`src/rtl/exec_seq_pkg.sv`:
```
// Shared encodings for the execution sequencer: FSM states, syscall codes,
// and the saturating increment used by the cycle counters.
package exec_seq_pkg;

    localparam logic [1:0] ST_RUN   = 2'd0;
    localparam logic [1:0] ST_PAUSE = 2'd1;
    localparam logic [1:0] ST_STEP  = 2'd2;
    localparam logic [1:0] ST_EXIT  = 2'd3;

    localparam logic [31:0] SYS_EXIT  = 32'h0000_000A;
    localparam logic [31:0] SYS_PRINT = 32'h0000_0022;

    function automatic logic [31:0] sat_inc(input logic [31:0] v);
        return (v == 32'hFFFF_FFFF) ? v : v + 32'd1;
    endfunction

endpackage

```
`src/rtl/go_debounce.sv`:
```
// Go button conditioning: 2-flop synchronizer, debounce counter and a
// one-cycle pulse on each accepted 0->1 transition of the stable level.
module go_debounce #(
    parameter int GO_DEBOUNCE = 4
) (
    input  logic clk,
    input  logic clr,
    input  logic go,
    output logic go_pulse
);

    localparam int CW = (GO_DEBOUNCE < 2) ? 1 : $clog2(GO_DEBOUNCE + 1);

    logic          sync1_reg;
    logic          sync2_reg;
    logic          stable_reg;
    logic          pulse_reg;
    logic [CW-1:0] cnt_reg;

    always_ff @(posedge clk) begin
        if (clr) begin
            sync1_reg  <= 1'b0;
            sync2_reg  <= 1'b0;
            stable_reg <= 1'b0;
            pulse_reg  <= 1'b0;
            cnt_reg    <= '0;
        end else begin
            sync1_reg <= go;
            sync2_reg <= sync1_reg;
            pulse_reg <= 1'b0;
            // Any sample agreeing with the stable level restarts the run count.
            if (sync2_reg == stable_reg) begin
                cnt_reg <= '0;
            end else if (cnt_reg == CW'(GO_DEBOUNCE - 1)) begin
                stable_reg <= sync2_reg;
                pulse_reg  <= sync2_reg;
                cnt_reg    <= '0;
            end else begin
                cnt_reg <= cnt_reg + CW'(1);
            end
        end
    end

    assign go_pulse = pulse_reg;

endmodule

```
`src/rtl/exec_sequencer.sv`:
```
// Execution controller for the single-cycle CPU: commit enable, syscall
// pause/exit, breakpoint and single-step handling, retired/stalled counters.
module exec_sequencer
    import exec_seq_pkg::*;
#(
    parameter int GO_DEBOUNCE = 4,
    parameter int BP_WIDTH    = 10
) (
    input  logic                clk,
    input  logic                clr,
    input  logic                go,
    input  logic                step_mode,
    input  logic                bp_en,
    input  logic [BP_WIDTH-1:0] bp_addr,
    input  logic [31:0]         pc,
    input  logic                syscall,
    input  logic [31:0]         sys_v0,
    output logic                pc_en,
    output logic [1:0]          cpu_state,
    output logic                go_pulse,
    output logic [31:0]         retired,
    output logic [31:0]         stalled
);

    logic [1:0]  state_reg;
    logic [1:0]  state_next;
    logic [31:0] retired_reg;
    logic [31:0] stalled_reg;
    logic        exit_hit;
    logic        pause_hit;
    logic        bp_hit;
    logic        unused_pc_bits;

    go_debounce #(
        .GO_DEBOUNCE(GO_DEBOUNCE)
    ) u_go_debounce (
        .clk      (clk),
        .clr      (clr),
        .go       (go),
        .go_pulse (go_pulse)
    );

    assign exit_hit       = syscall & (sys_v0 == SYS_EXIT);
    assign pause_hit      = syscall & (sys_v0 != SYS_PRINT) & ~exit_hit;
    assign bp_hit         = bp_en & (pc[BP_WIDTH+1:2] == bp_addr);
    assign unused_pc_bits = ^{pc[31:BP_WIDTH+2], pc[1:0]};

    always_comb begin
        state_next = state_reg;
        pc_en      = 1'b0;
        if (!clr) begin
            case (state_reg)
                ST_RUN: begin
                    if (exit_hit)                state_next = ST_EXIT;
                    else if (step_mode)          state_next = ST_STEP;
                    else if (bp_hit | pause_hit) state_next = ST_PAUSE;
                    else                         pc_en      = 1'b1;
                end
                ST_PAUSE: begin
                    // The trapped instruction retires on resume without re-checking bp/pause.
                    if (go_pulse) begin
                        if (exit_hit) begin
                            state_next = ST_EXIT;
                        end else begin
                            pc_en      = 1'b1;
                            state_next = step_mode ? ST_STEP : ST_RUN;
                        end
                    end
                end
                ST_STEP: begin
                    if (exit_hit)        state_next = ST_EXIT;
                    else if (go_pulse)   pc_en      = 1'b1;
                    else if (!step_mode) state_next = ST_RUN;
                end
                default: ;
            endcase
        end
    end

    always_ff @(posedge clk) begin
        if (clr) begin
            state_reg   <= ST_RUN;
            retired_reg <= '0;
            stalled_reg <= '0;
        end else begin
            state_reg <= state_next;
            if (pc_en)
                retired_reg <= sat_inc(retired_reg);
            else if (state_reg != ST_EXIT)
                stalled_reg <= sat_inc(stalled_reg);
        end
    end

    assign cpu_state = state_reg;
    assign retired   = retired_reg;
    assign stalled   = stalled_reg;

endmodule

```
`config.mk`:
```
export PLATFORM = sky130hd
export DESIGN_NAME = exec_sequencer
export DESIGN_NICKNAME = d
export VERILOG_FILES = /design/src/rtl/exec_seq_pkg.sv /design/src/rtl/go_debounce.sv /design/src/rtl/exec_sequencer.sv
export SDC_FILE = /design/constraint.sdc
export NUM_CORES = 1
export LEC_CHECK = 0
export CORE_ASPECT_RATIO = 0.7
export CORE_UTILIZATION = 42
export DETAILED_ROUTE_END_ITERATION = 8
export PLACE_DENSITY = 0.78
export SLEW_MARGIN = 15
export SYNTH_ARGS = -nofsm -noshare
export SYNTH_HDL_FRONTEND = slang
export SYNTH_SLANG_ARGS = --single-unit
```
`constraint.sdc`:
```
create_clock -name clk -period 2.22 [get_ports clk]
set_input_delay 0.444 -clock clk [delete_from_list [all_inputs] [get_ports clk]]
set_output_delay 0.444 -clock clk [all_outputs]
set_load 0.02 [all_outputs]
```
## Yosys cells after proc, flatten, opt, wreduce, memory -nomap -nowiden

Cells that the tools add are included.

| word-level totals | value |
|---|---|
| input port bits | 80 |
| logic and storage cells | 63 |
| output and inout bits | 68 |
| register bits after elaboration | 73 |

| cells by class | value |
|---|---|
| mux-type cells | 19 |
| add/subtract/negate cells | 3 |
| eq/ne operators | 14 |
| bitwise gates (word level) | 11 |
| reduce and logical (&&, ||, !) cells | 8 |

Operator list:

| kind | count |
|---|---|
| $add 32x1->32 const B | 2 |
| $eq 32x32->1 const B | 2 |
| $eq 32x4->1 const B | 1 |
| $ne 32x6->1 const B | 1 |
| $mux 2 | 9 |
| $eq 10x10->1 | 1 |
| $mux 1 | 8 |
| $ne 3x3->1 const B | 2 |
| $not 1->1 | 6 |
| $pmux 2 s3 | 1 |
| $reduce_or 3->1 | 2 |
| $reduce_and 5->1 | 1 |
| $and 1x1->1 | 4 |
| $ne 4x4->1 const B | 1 |
| $reduce_and 2->1 | 2 |
| $add 3x1->3 const B | 1 |
| $eq 3x2->1 const B | 1 |
| $pmux 1 s3 | 1 |
| $reduce_and 3->1 | 1 |
| $reduce_bool 3->1 | 1 |
| $eq 2x1->1 const B | 1 |
| $eq 2x2->1 const B | 1 |
| $logic_not 2->1 | 1 |
| $ne 2x1->1 const B | 1 |
| other kinds (3) | 3 |

## Longest topological paths before layout

| logic depth | value |
|---|---|
| depth after elaboration | 12 |
| gate-level depth with buffers | 9 |
| mapped depth without buffers | 7 |

## Hierarchy

A second synthesis with hierarchy kept.

| second synthesis, totals | value |
|---|---|
| cell total of the unflattened synthesis | 460 |
| area, all modules | 3838.7 µm² |

By module, submodules not included:

| module | area an instance (µm²) | cells an instance | times used | seq. area each (µm²) |
|---|---|---|---|---|
| exec_sequencer | 3594.7 | 441 | 1 | 1321.3 |
| go_debounce | 244.0 | 19 | 1 | 140.1 |

## Worst setup path before layout

No wires, ideal clock.

| timing | value |
|---|---|
| kind | input-to-output |
| start point | in sys_v0[26] |
| end point | out pc_en |
| buffers on the path | 2 |
| required time | 1776 ps |
| cell stages on the path | 7 |
| slack | -286 ps |
| data arrival time | 2062 ps |
| cells stage by stage | nor4_1 > nand2_1 > o31a_1 > o22a_1 > buf_2 > buf_2 > nor2_1 |

| on the way | value |
|---|---|
| longest elaborated chain between the ends | 10 |
| elaborated cells on any way between the ends | 15 |

Ends and longest elaborated chain:

| element | RTL line | source |
|---|---|---|
| start: declaration | exec_sequencer.sv:17 | `input logic [31:0] sys_v0,` |
| $eq 32x4->1 | exec_sequencer.sv:43 | `assign exit_hit = syscall & (sys_v0 == SYS_EXIT);` |
| $and 1x1->1 | exec_sequencer.sv:43 |  |
| $not 1->1 | exec_sequencer.sv:44 | `assign pause_hit = syscall & (sys_v0 != SYS_PRINT) & ~exit_hit;` |
| $and 1x1->1 | exec_sequencer.sv:44 |  |
| $or 1x1->1 | exec_sequencer.sv:56 | `else if (bp_hit \| pause_hit) state_next = ST_PAUSE;` |
| $mux 1 | exec_sequencer.sv:56 |  |
| $mux 1 | exec_sequencer.sv:55 | `else if (step_mode) state_next = ST_STEP;` |
| $mux 1 | exec_sequencer.sv:54 | `if (exit_hit) state_next = ST_EXIT;` |
| $pmux 1 s3 (*) | exec_sequencer.sv:52 | `case (state_reg)` |
| $mux 1 (*) | exec_sequencer.sv:51 | `if (!clr) begin` |
| end: declaration | exec_sequencer.sv:18 | `output logic pc_en,` |

Every way passes the cells marked *; elsewhere a longest branch is shown, timed or not.

## Worst setup path after layout

| timing | value |
|---|---|
| start point | reg retired_reg[29], in the netlist retired[29] |
| end point | reg retired_reg[20], in the netlist retired[20] |

| on the way | value |
|---|---|
| longest elaborated chain between the ends | 3 |

Ends and longest elaborated chain:

| element | RTL line | source |
|---|---|---|
| start: declaration | exec_sequencer.sv:27 | `logic [31:0] retired_reg;` |
| start signal: assignment | exec_sequencer.sv:88 | `retired_reg <= sat_inc(retired_reg);` |
| $eq 32x32->1 | exec_seq_pkg.sv:14 | `return (v == 32'hFFFF_FFFF) ? v : v + 32'd1;` |
| $not 1->1 (no line) | n/a |  |
| $reduce_and 2->1 (no line) | n/a |  |

Every way passes these cells.
A chain may end at the register's enable or synchronous reset.

==> reports/qor.yml <==
status: "finished, violations left"
violations: "setup timing"
critPathKind: "flip-flop to flip-flop"
place.detailed.hpwl_mm: 10.14
critPathArrivalTime_ns: 2.56
worst_setup_path_start_kind: "flip-flop"
hold_class: "flip-flop to flip-flop"
via_per_inst: 6.184
timing.rr.start: "retired[29]"
cts-buffers-inserted: 9
leakage_uw: 0.002681
skew_ns: 0.009019
core-area_sq_um: 9834
antenna_found_initial: 0
rrSetupSlack_ns: -0.11
routedWlPerCell_um: 18.67
yosys-top-cells-area: "dfxtp_1, or4_1, o311ai_0"
ys_seq_area_frac: 0.3384
drcViolationCount: 0
max_cap_viol_count: 0
fmax_ghz: 0.4285
drive_gt1_frac: 0.3813
area_growth_syn_to_layout_pct: 68.89
hp-start: "u_go_debounce.cnt_reg[0]"
endpoint_kind: "flip-flop"
seqPwrFrac: 0.344
synth_top_area_cell: "dfxtp_1"
hold_ws_ns: 0.4416
synth_edf_count: 0
htree_levels: 3
p_clk_frac: 0.354
cts.path.max_buffers: 2
synth-async-reset-ratio: 0
fp-row-count: 30
ir_drop_mv: 0.4185
power_density_nw_per_um2: 547.7
cts.sinks: 73
whs_endpoint: "u_go_debounce.cnt_reg[0]"
switching_share: 0.3297
path_max_fanout: 4
synth-seq-cells: 73
root_buffer: "clkbuf_16"
synth_cell_types: 51
min_period_ns: 2.333
p_comb_frac: 0.302
nets: 799
fp.dieW_um: 123.2
num_vias: 5219
syn-num-nets: 599
grt_overflow: 0
post-route-period-util: 1.051
hold_violations: 0
final.setup.worst_slack_ns: -0.1135
die-area_sq_um: 10700
drv_slew: 0
ioPinCount: 148
avgSynthCellArea_sq_um: 8.452
r2r_cells: 9
clk_pin_slew_ns: 0.07
grt_max_degree: 48
yosysWarningCount: 0
hold_depth: 1
final_antenna_net_count: 0
cp_data_required_time_ns: 2.45
synth.cell_area_sq_um: 4319
port-buffer-count: 125
fp.dieH_um: 86.85
track_usage: 0.2703
grt_pass1_wl_mm: 22.76
grt_setup_unrepaired: "yes"
slew_headroom: 0.6292
dp.cells: 812
nFillCells: 653
synth_top_area_share: 0.3384
p_sw_uw: 1317
p_int_uw: 2678
synthFlopType: "dfxtp_1"
grt_pass1_vias: 4891
worst_slew_pin_slew_ns: 0.5561
wl_mm: 15.76
timing.rr.end: "retired[20]"
ctsHoldBuffers: 0
n_antenna_cell: 0
setup_violations: 22
start_util: 0.4392
place.gp.congestion: 0.8560
cts_tree: "yes"
fin_setup_tns_ns: -0.9470
clk_latency_ns: 0.34
stdcell_count: 844
dr.first_iter.drc_count: 411
dr.pass1.iters: 5
syn-instance-count: 511
[power groups by stage]
stage	Combinational [uW]	Sequential, uW	Clock [uW]
finish	1210	1370	1420
global placement	917	1400	0
floorplan	451	1440	0
CTS	1030	1370	1430
global route	1280	1380	1470
detailed placement	958	1400	0
[worst max-delay path, cell delays in order, from the launching register on]
cell	delay (ns)
dfxtp_2	0.37
and4_1	0.24
nand4_1	0.24
buf_4	0.24
o211ai_1	0.27
buf_4	0.19
nor2_1	0.06
buf_4	0.16
nand4_1	0.13
mux2_4	0.31
[cells in the final DEF (no fill, tap or decap), types with 6 or more instances in the layout]
cell type,count
buf_2,12
and3_1,11
ha_1,7
xnor2_1,10
a21oi_2,7
buf_6,19
o211ai_1,6
nor2b_1,11
o31ai_1,16
or3_1,7
dfxtp_1,59
nor4_4,10
nand4_1,25
buf_12,7
and4_1,7
nor4_2,6
o311ai_4,10
nand2_1,24
a21oi_1,20
clkdlybuf4s50_1,71
o21ai_0,8
or4_4,13
o41ai_2,6
or4_1,10
clkbuf_16,10
dfxtp_2,14
inv_1,16
nor2_1,26
clkbuf_2,6
or2_2,18
o41ai_1,12
nand3_1,31
buf_4,81
dlygate4sd2_1,21
mux2_2,7
[area by class of cell]
type / instances / area, sq um / area share
sequential: 73 / 1479 / 0.2027
clock inverter: 7 / 61.31 / 0.008405
inverter: 16 / 60.06 / 0.008233
clock buffer: 9 / 225.2 / 0.03087
tap: 128 / 160.2 / 0.02196
multi-input combinational: 385 / 3229 / 0.4427
timing repair buffer: 226 / 2079 / 0.2851
[how the worst max path moves through the flow]
stage,slack [ns],startpoint,to
finish,-0.11,retired[29],retired[20]
global route,-0.18,sys_v0[14],stalled[20]
CTS,-0.06,sys_v0[20],pc_en
detailed placement,-0.93,sys_v0[5],pc_en
global placement,-0.91,sys_v0[5],pc_en
floorplan,-0.10,sys_v0[19],pc_en
[cells in the mapped netlist, types with 2 or more instances]
cell type and n:
dfxtp_1 73, nand3_1 32, nor2_1 28, a21oi_1 27
clkbuf_1 27, nand2_1 27, nand4_1 25, or4_1 23
o311ai_0 19, o31ai_1 18, o41ai_1 18, or2_2 18
inv_1 16, and3_1 11, nor2b_1 11, nor4_1 11
or3_1 11, xnor2_1 11, mux2_2 9, o21ai_0 9
and4_1 8, ha_1 8, buf_2 7, nor3_1 7
o211ai_1 6, and2_1 5, a211oi_1 4, o21a_1 4
nand2b_1 3, nor4_2 3, nor4_4 3, o31a_1 3
a31o_2 2, buf_4 2, mux2i_1 2, nand4_2 2
nor4bb_1 2, o2111ai_1 2, o22a_1 2
[routing by layer]
layer | routed length [um] | global-route usage | vias to the layer above
met2 | 7734 | 0.4556 | 257
met5 | 0 | 0 | -
met1 | 6429 | 0.3281 | 2517
met3 | 1181 | 0.06513 | 43
met4 | 414 | 0.1172 | 0
li1 | - | - | 2402
[stage by stage]
stage	cell area (sq um)	worst slack, ns	total power (uW)	util
6_report	7295	-0.1135	3995	0.7417
5_1_grt	7295	-0.1826	4129	0.7417
3_3_place_gp	6351	-0.9117	2315	0.6458
2_1_floorplan	4446	-0.1019	1892	-
3_5_place_dp	6351	-0.9323	2357	0.6458
4_1_cts	6709	-0.05563	3823	0.6822
[kinds of logic (layout without fill, tap and decap cells)]
| group | count (synthesis) | in the layout | share of synthesized area |
|---|---|---|---|
| and+or+nand+nor | 234 | 234 | 0.3288 |
| AOI/OAI and AO/OA | 121 | 121 | 0.2077 |
| DFF | 73 | 73 | 0.3384 |
| buffers and inverters | 53 | 258 | 0.05156 |
| xor gates and xnor gates | 11 | 11 | 0.02231 |
| muxes | 11 | 11 | 0.02810 |
| adders and majority gates | 8 | 8 | 0.02318 |
[timing repair]
action / 4_1_cts / 5_1_grt
resized for setup: 141 / 127
setup buffers: 9 / 6
setup endpoints to repair: 66 / 59
cloned: 1 / 1
endpoints found under the hold margin: 0 / 0
pin swaps: 35 / 33
Power figures use the tool's default switching activity.
==> RTL change 1 (config.mk and constraints unchanged) <==
The parameter `BP_WIDTH` goes from 10 to 12.
--- a/src/rtl/exec_sequencer.sv
+++ b/src/rtl/exec_sequencer.sv
@@ -4,7 +4,7 @@
     import exec_seq_pkg::*;
 #(
     parameter int GO_DEBOUNCE = 4,
-    parameter int BP_WIDTH    = 10
+    parameter int BP_WIDTH    = 12
 ) (
     input  logic                clk,
     input  logic                clr,
Ports: changed (resized bp_addr); port bits go from 148 to 150. No check against the original RTL was run, so the function may have changed too.
==> RTL change 1 against the original RTL <==
The run still ends with setup timing left. Synthesized area is 10% lower. Combinational power up 3%. Setup slack got worse by 240 ps. Cell area grew 2.9%. Wire length grew 20%. Power grew 5.9%. Sequential cell count is the same. Synthesized cell count decreased by 8.4%.
==> RTL change 1: results (changes against the original RTL) <==
* Critical path fanouts, max at 6 (was 4)
* Multiplexer share of the synthesized area at 2.20% (was 2.81%)
* Worst Hold Launch: u_go_debounce.sync1_reg (was u_go_debounce.cnt_reg[0])
* Worst reg2reg path startpoint: stalled[21] (was retired[29])
* Post-synthesis cell type count at 44 (was 51)
* Synthesized netlist net count at 558 (was 599)
* Violations in the final reports: setup timing (unchanged)
* Mean number of vias per cell at 6.27 (was 6.18)
* Buffers on Ports at 129 (was 125)
* Worst setup path end: stalled[23] (was retired[20])
* Synth Area in Adders at 2.58% (was 2.32%)
* Outcome: finished with violations (unchanged)
* Post-route setup slack at -356 ps (was -113 ps)
* Worst slew pin tran at 865 ps (was 556 ps)
* Routed met1 length at 7.01 mm (was 6.43 mm)
* DP HPWL at 9.32 mm (was 10.1 mm)
* Total detailed-routing wirelength at 18.9 mm (was 15.8 mm)
* Total Negative Setup Slacks at -14150 ps (was -947 ps)
* Ratio of cells with drive above 1 in the final layout at 41.6% (was 38.1%)
* Reg2reg path depth at 10 (was 9)
* IR Drop Worst-Case VDD at 0.000413 V (was 0.000418 V)
* Leakage dissipation at 0.00277 uW (was 0.00268 uW)
* End of the worst register-to-register path: stalled[23] (was retired[20])
* Proportion of synthesized chip area in sequential cells at 37.7% (was 33.8%)
* Worst Hold Endpoint: u_go_debounce.sync2_reg (was u_go_debounce.cnt_reg[0])
* Synth area leaders: dfxtp_1 (38%), xnor2_1 (7.7%), nor2_1 (5.0%) (was dfxtp_1 (34%), or4_1 (4.0%), o311ai_0 (3.9%))
* Pin count of the biggest net entering global routing at 72 (was 48)
* Slowest stage delay, CP at 630 ps (was 370 ps)
* Xor/xnor share of the synthesized area at 8.82% (was 2.23%)
* Worst path slowest cell: nor4_1 (was dfxtp_2)
* Final weighted congestion in routability-driven placement at 0.881 (was 0.856)
* Wire length on met3 at 2.20 mm (was 1.18 mm)
* Non-filler instance count after layout at 843 (was 844)
* Vias in the first global route at 4514 (was 4891)
* Post-synthesis compound-gate area fraction at 12.3% (was 20.8%)
* # setup viols final at 62 (was 22)
* Overall Global Routing Usage at 29.7% (was 27.0%)
* Fill cell instance count of the final layout at 426 (was 653)
-- RTL change 1: cell types whose count changed after synthesis, sizes merged, moves of 11 or more --
cell / before / now
clkbuf: 27 / 12
nor2: 28 / 52
nor4: 17 / 28
o311ai: 20 / 0
o41ai: 18 / 0
or2: 18 / 2
or4: 23 / 11
xnor2: 11 / 34
-- RTL change 1: metrics by stage --
step / hold WS, ps / area, sq um / total power (uW)
after floorplan: 399 / 3970 / 1770
after CTS: 447 / 6790 / 3850
after global placement: 407 / 5920 / 2140
final: 476 / 7510 / 4230
after detailed placement: 428 / 5920 / 2160
after global routing: 483 / 7510 / 4340
-- RTL change 1: per-layer routing --
layer,global-route usage [%],vias to the layer above
met1,36.0,2493
met5,0,-
met3,6.72,103
li1,-,2249
met2,52.0,437
met4,11.1,0
-- RTL change 1: cell type report --
class	instances	area, sq um	share of cell area, %
Tap cell	120	150	2.00
Inverter	11	41.3	0.550
Multi-Input combinational cell	366	3120	41.6
Sequential cell	73	1460	19.5
Clock inverter	5	78.8	1.05
Clock buffer	11	243	3.23
Timing Repair Buffer	257	2410	32.1
-- RTL change 1: timing repair --
action	in CTS	in global routing
pin swaps	82	67
gates cloned	2	5
endpoints found under the setup margin	67	67
setup buffers	22	25
resized for setup	233	155
-- RTL change 1: cell families after synthesis --
family | after synthesis
and+or+nand+nor | 232
AOI/OAI and AO/OA | 77
DFF | 73
xor gates and xnor gates | 39
buffers and inverters | 31
muxes | 8
adders and majority gates | 8
-- RTL change 1: power breakdown --
part / switching (uW) / internal, uW / leakage (uW)
sequential: 34.9 / 1350 / 0.000589
clock: 585 / 1010 / 0.000159
combinational: 628 / 622 / 0.00202
==> RTL change 2 (same settings) <==
Made on the original files. Put one more register stage on the output `retired`, without a reset. The value now appears one clock later. The other outputs are not delayed to match.
--- a/src/rtl/exec_sequencer.sv
+++ b/src/rtl/exec_sequencer.sv
@@ -92,7 +92,9 @@
     end
 
     assign cpu_state = state_reg;
-    assign retired   = retired_reg;
+    always_ff @(posedge clk) begin
+        retired <= retired_reg;
+    end
     assign stalled   = stalled_reg;
 
 endmodule
Check against the original RTL: not equivalent (a bounded check fails within 4 cycles, from zero or initial values).
==> RTL change 2 against the original RTL <==
Setup slack lost 11 ps. Critical path type is now in2out. Clock power increased by 9.9%. Synthesized area increased by 6.5%. Cell area hardly changed. Largest power group is now sequential cells. Power rose by 13%. Highest routed layer unchanged. Wire length decreased by 20%. Synthesized cell count decreased by 2.7%. The flow still finishes with violations (setup timing). Sequential cell count increased by 32.
==> RTL change 2: results (changes against the original RTL) <==
* DP HPWL at 8.59 mm (was 10.1 mm)
* Commonest cells in the netlist: dfxtp_1 (105), nor2_1 (74), xnor2_1 (45) (was dfxtp_1 (73), nand3_1 (32), nor2_1 (28))
* Overall Global Routing Usage at 20.2% (was 27.0%)
* Multiplexer share of the synthesized area at 0.463% (was 2.81%)
* Synthesized netlist net count at 585 (was 599)
* Synth area leaders: dfxtp_1 (46%), xnor2_1 (8.6%), nor2_1 (6.0%) (was dfxtp_1 (34%), or4_1 (4.0%), o311ai_0 (3.9%))
* Total Negative Setup Slacks at -731 ps (was -947 ps)
* Fraction of met3 tracks used by global routing at 3.95% (was 6.51%)
* Total via count in the routed design at 4287 (was 5219)
* Post-route clock skew at 7.33 ps (was 9.02 ps)
* Wire length per cell at 15.2 microns (was 18.7 microns)
* Switching power share of the total at 27.5% (was 33.0%)
* Total met2 wirelength after detailed routing at 6.06 mm (was 7.73 mm)
* WP data arrival at 1900 ps (was 2560 ps)
* TritonRoute pass-1 iters at 4 (was 5)
* Worst reg2reg path startpoint: stalled[5] (was retired[29])
* First-pass GRT wire length at 18.3 mm (was 22.8 mm)
* M1 GR Usage at 26.0% (was 32.8%)
* Per-instance average area after synthesis at 9.25 sq um (was 8.45 sq um)
* IR Drop Worst-Case VDD at 0.000430 V (was 0.000418 V)
* Start point of the critical path: sys_v0[12] (was retired[29])
* Routed met1 length at 5.72 mm (was 6.43 mm)
* Placement-stage cell area at 0.00648 sq mm (was 0.00635 sq mm)
* Post-synthesis cell type count at 53 (was 51)
* Pin count of the biggest net entering global routing at 34 (was 48)
* Violations in the final reports: setup timing (unchanged)
* Post-route setup slack at -124 ps (was -113 ps)
* Proportion of synthesized chip area in sequential cells at 45.7% (was 33.8%)
* Worst path slowest cell: o31a_1 (was dfxtp_2)
* Initial drt markers at 270 (was 411)
* Combinational-cell power consumption at 1010 uW (was 1210 uW)
* Outcome: finished with violations (unchanged)
* Post-synthesis compound-gate area fraction at 4.68% (was 20.8%)
* Synth Area in Adders at 2.18% (was 2.32%)
* # setup viols final at 12 (was 22)
* GR Util met2 at 34.9% (was 45.6%)
* Wire length on met3 at 646 microns (was 1.18 mm)
* Leakage dissipation at 0.00251 uW (was 0.00268 uW)
* Relative contribution of the clock network to total power at 34.5% (was 35.4%)
* Critical path fanouts, max at 2 (was 4)
* Vias in the first global route at 3893 (was 4891)
* Max-Slew Margin vs Limit at 67.3% (was 62.9%)
* Worst Setup Slack post-DPL at -984 ps (was -932 ps)
* Final weighted congestion in routability-driven placement at 0.871 (was 0.856)
* Worst Hold Launch: retired_reg[30] (was u_go_debounce.cnt_reg[0])
* Overall power consumption at 4530 uW (was 4000 uW)
[RTL change 2: cell types whose count changed after synthesis, moves of 18 or more]
cell,delta
dfxtp_1,+32
o41ai_1,-18
or4_1,-22
xor2_1,+20
nor2_1,+46
xnor2_1,+34
o311ai_0,-19
[RTL change 2: worst paths after layout]
check                endpoint  slack [ps]  cells past startpoint
hold / removal    retired[30]         380                      0
hold reg to reg   retired[30]         380                      0
setup reg to reg  stalled[30]          50                      8
setup / recovery        pc_en        -120                      7
[RTL change 2: layout make-up]
type                    count  area, sq um
multi-input cells         355         2850
flip-flops and latches    105         2130
repair buffers            191         1790
inverters                  14         52.6
fillers                   747         3210
clock buffers              11          233
well taps                 148          185
clock inverters             5         62.6
[RTL change 2: timing repair]
item / CTS / global route
resized for setup: 156 / 65
endpoints found under the setup margin: 66 / 39
hold buffers: 0 / 0
setup buffers: 2 / 10
gates cloned: 0 / 4
pin swaps: 27 / 54
